## src/rtl/mac_pkg.sv

```systemverilog
// Shared constants for the MAC datapath pipeline registers.
package mac_pkg;

    localparam int MAC_DATA_W     = 20;
    localparam int MAX_PIPE_DEPTH = 16;

    function automatic bit pipe_depth_ok(input int depth);
        return (depth >= 1) && (depth <= MAX_PIPE_DEPTH);
    endfunction

endpackage

```

## src/rtl/pipe_stage.sv

```systemverilog
// One elastic pipeline stage: data + valid flop, loads when adv is high.
module pipe_stage
    import mac_pkg::*;
#(
    parameter int WIDTH = MAC_DATA_W
) (
    input  logic             clk,
    input  logic             reset,
    input  logic             adv,
    input  logic [WIDTH-1:0] d_in,
    input  logic             v_in,
    output logic [WIDTH-1:0] d_out,
    output logic             v_out
);

    logic [WIDTH-1:0] data_q;
    logic             valid_q;

    // Data only moves with a valid beat so empty slots do not toggle.
    always_ff @(posedge clk or negedge reset) begin
        if (!reset) begin
            data_q  <= '0;
            valid_q <= 1'b0;
        end else if (adv) begin
            valid_q <= v_in;
            if (v_in) begin
                data_q <= d_in;
            end
        end
    end

    assign d_out = data_q;
    assign v_out = valid_q;

endmodule

```

## src/rtl/reg_pipe.sv

```systemverilog
// Elastic register pipeline with valid/ready backpressure, flush and occupancy count.
module reg_pipe
    import mac_pkg::*;
#(
    parameter int WIDTH = MAC_DATA_W,
    parameter int DEPTH = 2,
    parameter int CNT_W = $clog2(DEPTH + 1)
) (
    input  logic             clk,
    input  logic             reset,
    input  logic [WIDTH-1:0] in_data,
    input  logic             in_valid,
    output logic             in_ready,
    output logic [WIDTH-1:0] out_data,
    output logic             out_valid,
    input  logic             out_ready,
    input  logic             flush,
    output logic [CNT_W-1:0] count
);

    if (!pipe_depth_ok(DEPTH)) begin : g_bad_depth
        $error("reg_pipe: DEPTH out of range");
    end

    logic [DEPTH-1:0] adv;
    logic [DEPTH-1:0] v;
    logic [WIDTH-1:0] d [DEPTH];
    logic             in_xfer;
    logic             out_xfer;
    logic [CNT_W-1:0] count_q;
    logic [CNT_W-1:0] count_d;

    // A stage advances when any stage from it to the output is empty, or the output drains.
    always_comb begin
        for (int i = 0; i < DEPTH; i++) begin
            adv[i] = out_ready;
            for (int j = i; j < DEPTH; j++) begin
                if (!v[j]) begin
                    adv[i] = 1'b1;
                end
            end
        end
    end

    assign in_ready  = adv[0] & ~flush & reset;
    assign in_xfer   = in_valid & in_ready;
    assign out_valid = v[DEPTH-1];
    assign out_data  = d[DEPTH-1];
    assign out_xfer  = out_valid & out_ready;

    // Flush is applied as a forced advance of empty beats: valids clear, data holds.
    for (genvar g = 0; g < DEPTH; g++) begin : g_stage
        logic [WIDTH-1:0] src_d;
        logic             src_v;

        if (g == 0) begin : g_first
            assign src_d = in_data;
            assign src_v = in_xfer;
        end else begin : g_rest
            assign src_d = d[g-1];
            assign src_v = v[g-1] & ~flush;
        end

        pipe_stage #(.WIDTH(WIDTH)) u_stage (
            .clk   (clk),
            .reset (reset),
            .adv   (adv[g] | flush),
            .d_in  (src_d),
            .v_in  (src_v),
            .d_out (d[g]),
            .v_out (v[g])
        );
    end

    always_comb begin
        count_d = count_q;
        if (flush) begin
            count_d = '0;
        end else if (in_xfer && !out_xfer) begin
            count_d = count_q + CNT_W'(1);
        end else if (out_xfer && !in_xfer) begin
            count_d = count_q - CNT_W'(1);
        end
    end

    always_ff @(posedge clk or negedge reset) begin
        if (!reset) begin
            count_q <= '0;
        end else begin
            count_q <= count_d;
        end
    end

    assign count = count_q;

    a_count_matches: assert property (@(posedge clk) disable iff (!reset)
        count_q == CNT_W'($countones(v)));
    a_count_bound: assert property (@(posedge clk) disable iff (!reset)
        int'(count_q) <= DEPTH);

endmodule

```

## config.mk

```make
export PLATFORM = sky130hd
export DESIGN_NAME = reg_pipe
export DESIGN_NICKNAME = d
export VERILOG_FILES = /design/src/rtl/mac_pkg.sv /design/src/rtl/pipe_stage.sv /design/src/rtl/reg_pipe.sv
export SDC_FILE = /design/constraint.sdc
export NUM_CORES = 1
export LEC_CHECK = 0
export CAP_MARGIN = 15
export CORE_MARGIN = 2
export CORE_UTILIZATION = 30
export CTS_CLUSTER_SIZE = 12
export DETAILED_ROUTE_END_ITERATION = 8
export DONT_BUFFER_PORTS = 1
export HOLD_SLACK_MARGIN = 0.03
export PLACE_DENSITY = 0.53
export SYNTH_ARGS = -nofsm -noshare
export SYNTH_HDL_FRONTEND = slang
export SYNTH_SLANG_ARGS = --single-unit
```

## constraint.sdc

```tcl
create_clock -name clk -period 2.1 [get_ports clk]
set_input_delay 0.315 -clock clk [delete_from_list [all_inputs] [get_ports clk]]
set_output_delay 0.315 -clock clk [all_outputs]
set_load 0.02 [all_outputs]
```

; ---- Word level (Yosys, flattened, before mapping)
; Index checks and enable logic that the tools add are counted.
[op_classes]
bitwise_logic = 8
mux = 6
n_addsub = 2
n_reduce_logical = 7
[op_table]
columns = operator, n
row1 = $mux 2, 3
row2 = $and 1x1->1, 5
row3 = $reduce_and 2->1, 2
row4 = $mux 1, 3
row5 = $reduce_bool 3->1, 1
row6 = $add 2x1->2 const B, 1
row7 = $logic_and 1x1->1, 2
row8 = $logic_not 1->1, 2
row9 = $or 1x1->1, 2
row10 = $sub 2x1->2 const B, 1
row11 = $not 1->1, 1
[totals]
input_bits = 25
regBits = 44
word_cells = 28
out_inout_bits = 24

; ---- Logic depth before layout (Yosys ltp)
[logic_depth]
word_depth = 10
depth_mapped = 5
ltp_nobuf = 3

; ---- Hierarchy
; A second synthesis with hierarchy kept.
[hier_totals]
hier_cells = 112
area_unflattened_um2 = 1916.8
[by_module_without_submodules]
columns = module, cells_each, instances, area_per_inst_um2
row1 = pipe_stage, 46, 2, 859.6
row2 = reg_pipe, 20, 1, 197.7

; ---- Least setup slack after synthesis
; OpenSTA, ideal clock, no wires.
[synth_timing]
kind = register -> register
from = reg g_stage[1].u_stage.valid_q
to = reg g_stage[1].u_stage.data_q[0]
setup_time_ps = 125
setup_slack_ps = 518
t_arrival_ps = 1457
stages_incl_launch_ff = 5
path_cell_list = dfrtp_1 -> nor2b_1 -> or3b_4 -> buf_6 -> mux2_4
[synth_between]
elab_chain_cells = 3
[synth_rtl]
columns = item, line
row1 = from (decl), pipe_stage.sv:17  ; logic valid_q;
row2 = from (signal assigned), pipe_stage.sv:25  ; valid_q <= v_in;
row3 = $mux 1, reg_pipe.sv:38  ; if (!v[j]) begin
row4 = $or 1x1->1, reg_pipe.sv:67  ; .adv (adv[g] | flush),
row5 = $reduce_and 2->1 (no source line), n/a
row6 = to (signal assigned), pipe_stage.sv:27  ; data_q <= d_in;
row7 = to (decl), pipe_stage.sv:16  ; logic [WIDTH-1:0] data_q;
; No other way between the ends.
; A chain may end at the register's enable or synchronous reset.

; ---- Worst setup path after layout
[layout_timing]
from = reg g_stage[1].u_stage.valid_q
to = out in_ready
[layout_between]
elab_chain_cells = 3
[layout_rtl]
columns = item, line
row1 = $mux 1, reg_pipe.sv:38
row2 = $and 1x1->1 (2 in series), reg_pipe.sv:45  ; assign in_ready = adv[0] & ~flush & reset;
row3 = to (decl), reg_pipe.sv:13  ; output logic in_ready,
; No other way between the ends.

==> summary.md <==
| Metric | Value |
|---|---|
| H-Tree Depth | `2` |
| Placed Area | `1880 sq um` |
| Leakage power | `0.954 nW` |
| Status | `complete, no violations` |
| Max clock buf depth | `2` |
| Number of I/O pins | `49` |
| Routed WL | `3.27 mm` |
| FF-to-FF End | `g_stage[1].u_stage.d_out[2]$_DFFE_PN0P_` |
| Vias in the first global route | `1016` |
| CP arrival | `1.34 ns` |
| Global-route wire length before repair | `5.11 mm` |
| Crit path from | `g_stage[1].u_stage.v_out$_DFFE_PN0N_` |
| EDFF count, synth | `0` |
| TritonRoute pass-1 iters | `4` |
| Worst slew margin | `69.4%` |
| Crit end category | `output pin` |
| Die width | `82.0 microns` |
| Post-CTS Hold Fix Bufs | `2` |
| Grt ovf | `0` |
| Pwr Total | `0.00241 W` |
| Final Hold Fails | `0` |
| FFs w/ async S/R, synth | `100%` |
| Final Util | `34.7%` |
| Initial drt markers | `31` |
| Final net count | `141` |
| Synth top area cells | `dfrtp_1 (60%), mux2_4 (16%), mux2_2 (13%)` |
| Die area | `6720 sq um` |
| Core area | `5890 sq um` |
| RSZ-0062 raised after global routing | `no` |
| Clock skew | `0.00466 ns` |
| Syn. warnings | `0` |
| Yosys cell types | `18` |
| Critical path data required time | `1.78 ns` |
| Syn_nets | `135` |
| CP max FO | `5` |
| Worst Setup Path Type | `flop to output pin` |
| Via density | `4.74` |
| Most common cell in the synthesized netlist | `dfrtp_1` |
| Post-route cell area | `2040 sq um` |
| Routability congestion estimate from global placement | `0.709` |
| DR vias | `910` |
| Largest area contributor in the netlist | `dfrtp_1` |
| Hold_ws | `0.0773 ns` |
| Clock root cell | `clkbuf_8` |
| DRT antenna net count | `0` |
| Diode count | `0` |
| Worst Setup Start Kind | `flop` |
| Power Dens Cells | `1180 nW/um^2` |
| Share of the synthesized area in the top cell type | `60.3%` |
| Row count | `28` |
| HPWL Detailed | `2.18 mm` |
| Area Growth Syn to Fin | `11.8%` |
| Worst-path clk slew | `0.08 ns` |
| Setup violators final | `0` |
| Reg2reg path depth | `3` |
| GRT Overall Usage | `10.6%` |
| Worst slew pin tran | `0.459 ns` |
| Reg2Reg Launch Point | `g_stage[1].u_stage.v_out$_DFFE_PN0N_` |
| Hold WC Path Type | `input pin to flop` |
| Pin count of the biggest net entering global routing | `45` |
| Initial antenna violation count | `0` |
| R2R Setup Slk | `0.52 ns` |
| Total CTS buffers | `5` |
| Synth cell count leaders | `dfrtp_1 (44), mux2_2 (21), mux2_4 (20)` |
| Layout cells sized above 1 | `45.3%` |
| DR DRC count | `0` |
| Max-cap violation count | `0` |
| Clk_lat worst skew | `0.29 ns` |
| Post-Syn Instances | `110` |
| Final TNS setup | `0 ns` |
| Post-CTS Setup Repair Bufs | `0` |
| CTS resizes | `0` |
| Avg WL per Cell | `17.0 microns` |
| Pins over their slew limit | `0` |
| CTS Sinks | `44` |
| Initial Util | `31.0%` |
| Top flip-flop cell by instance count after synthesis | `dfrtp_1` |
| Post-Syn Area | `1830 sq um` |
| Die Y | `82.0 microns` |
| Worst setup endpoint | `in_ready` |
| #FFs+latches synth | `44` |
| Sequential share of the synthesized area | `60.3%` |
| CTS tree | `done` |
| Peak supply drop | `0.000394 V` |
| Period utilization | `78.7%` |
| # port buffers | `0` |
| Tmin final | `1.65 ns` |
| Mean post-synth cell area | `16.6 sq um` |
| Max Clock Freq | `605 MHz` |
worst min-delay path by stage:
stage,start,to,slack [ns],depth (start not counted)
2_1_floorplan,reset,count[0]$_DFFE_PN0P_,0.02,0
3_3_place_gp,reset,g_stage[1].u_stage.d_out[2]$_DFFE_PN0P_,0.02,0
3_5_place_dp,reset,g_stage[1].u_stage.d_out[2]$_DFFE_PN0P_,0.02,0
4_1_cts,flush,g_stage[1].u_stage.v_out$_DFFE_PN0N_,0.06,1
5_1_grt,flush,g_stage[1].u_stage.v_out$_DFFE_PN0N_,0.06,1
6_report,flush,g_stage[1].u_stage.v_out$_DFFE_PN0N_,0.08,1
metal layers:
metal	GRT usage, %	vias to the layer above	wire [microns]
li1	-	401	-
met1	12.8	468	1390
met2	16.4	34	1570
met3	3.52	7	226
met4	6.00	0	78
met5	0	-	0
state kept, by name, summed over array words and instances (netlist names):
signal,count
count,2
g_stage.u_stage.v_out,2
g_stage.u_stage.d_out,40
power by group:
| part | total (W) | switching [W] | internal, W |
|---|---|---|---|
| Sequential | 0.00137 | 0.000315 | 0.00106 |
| Clock | 0.000697 | 0.000278 | 0.000420 |
| Combinational | 0.000338 | 0.0000912 | 0.000247 |
kinds of logic (layout without fill, tap and decap cells):
group	after synthesis	count (layout)	synth area share [%]
DFF	44	44	60.3
muxes	41	41	29.4
and+or+nand+nor	14	14	5.35
AOI/OAI and AO/OA	6	6	2.19
buffers and inverters	5	12	2.74
placed cells by master (no fill, tap or decap), types with 2 or more instances in the layout:
| cell | n |
|---|---|
| and3b_1 | 3 |
| buf_4 | 2 |
| clkbuf_8 | 7 |
| dfrtp_1 | 44 |
| mux2_2 | 21 |
| mux2_4 | 20 |
| nand3b_1 | 2 |
| nor2_1 | 3 |
| nor2b_1 | 2 |
| o21ai_0 | 2 |
final cells by class:
cell class,instances,area [sq um]
multi-input cells,61,674
well taps,75,93.8
fillers,569,3840
repair buffers,4,45.0
clock inverters,1,30.0
clock buffers,7,96.3
flip-flops and latches,44,1100
critical path, stage by stage, from the launching register on:
cell      delay, ns
dfrtp_1        0.38
buf_4          0.17
nand3b_1       0.18
and3b_1        0.31
through the flow:
| step | cells | setup slack [ns] |
|---|---|---|
| detailed placement | 182 | 0.520 |
| global placement | 182 | 0.571 |
| finish | 192 | 0.447 |
| global route | 192 | 0.369 |
| CTS | 192 | 0.422 |
| floorplan | 110 | 0.518 |
Note: power is estimated with default switching activity, not from simulation.
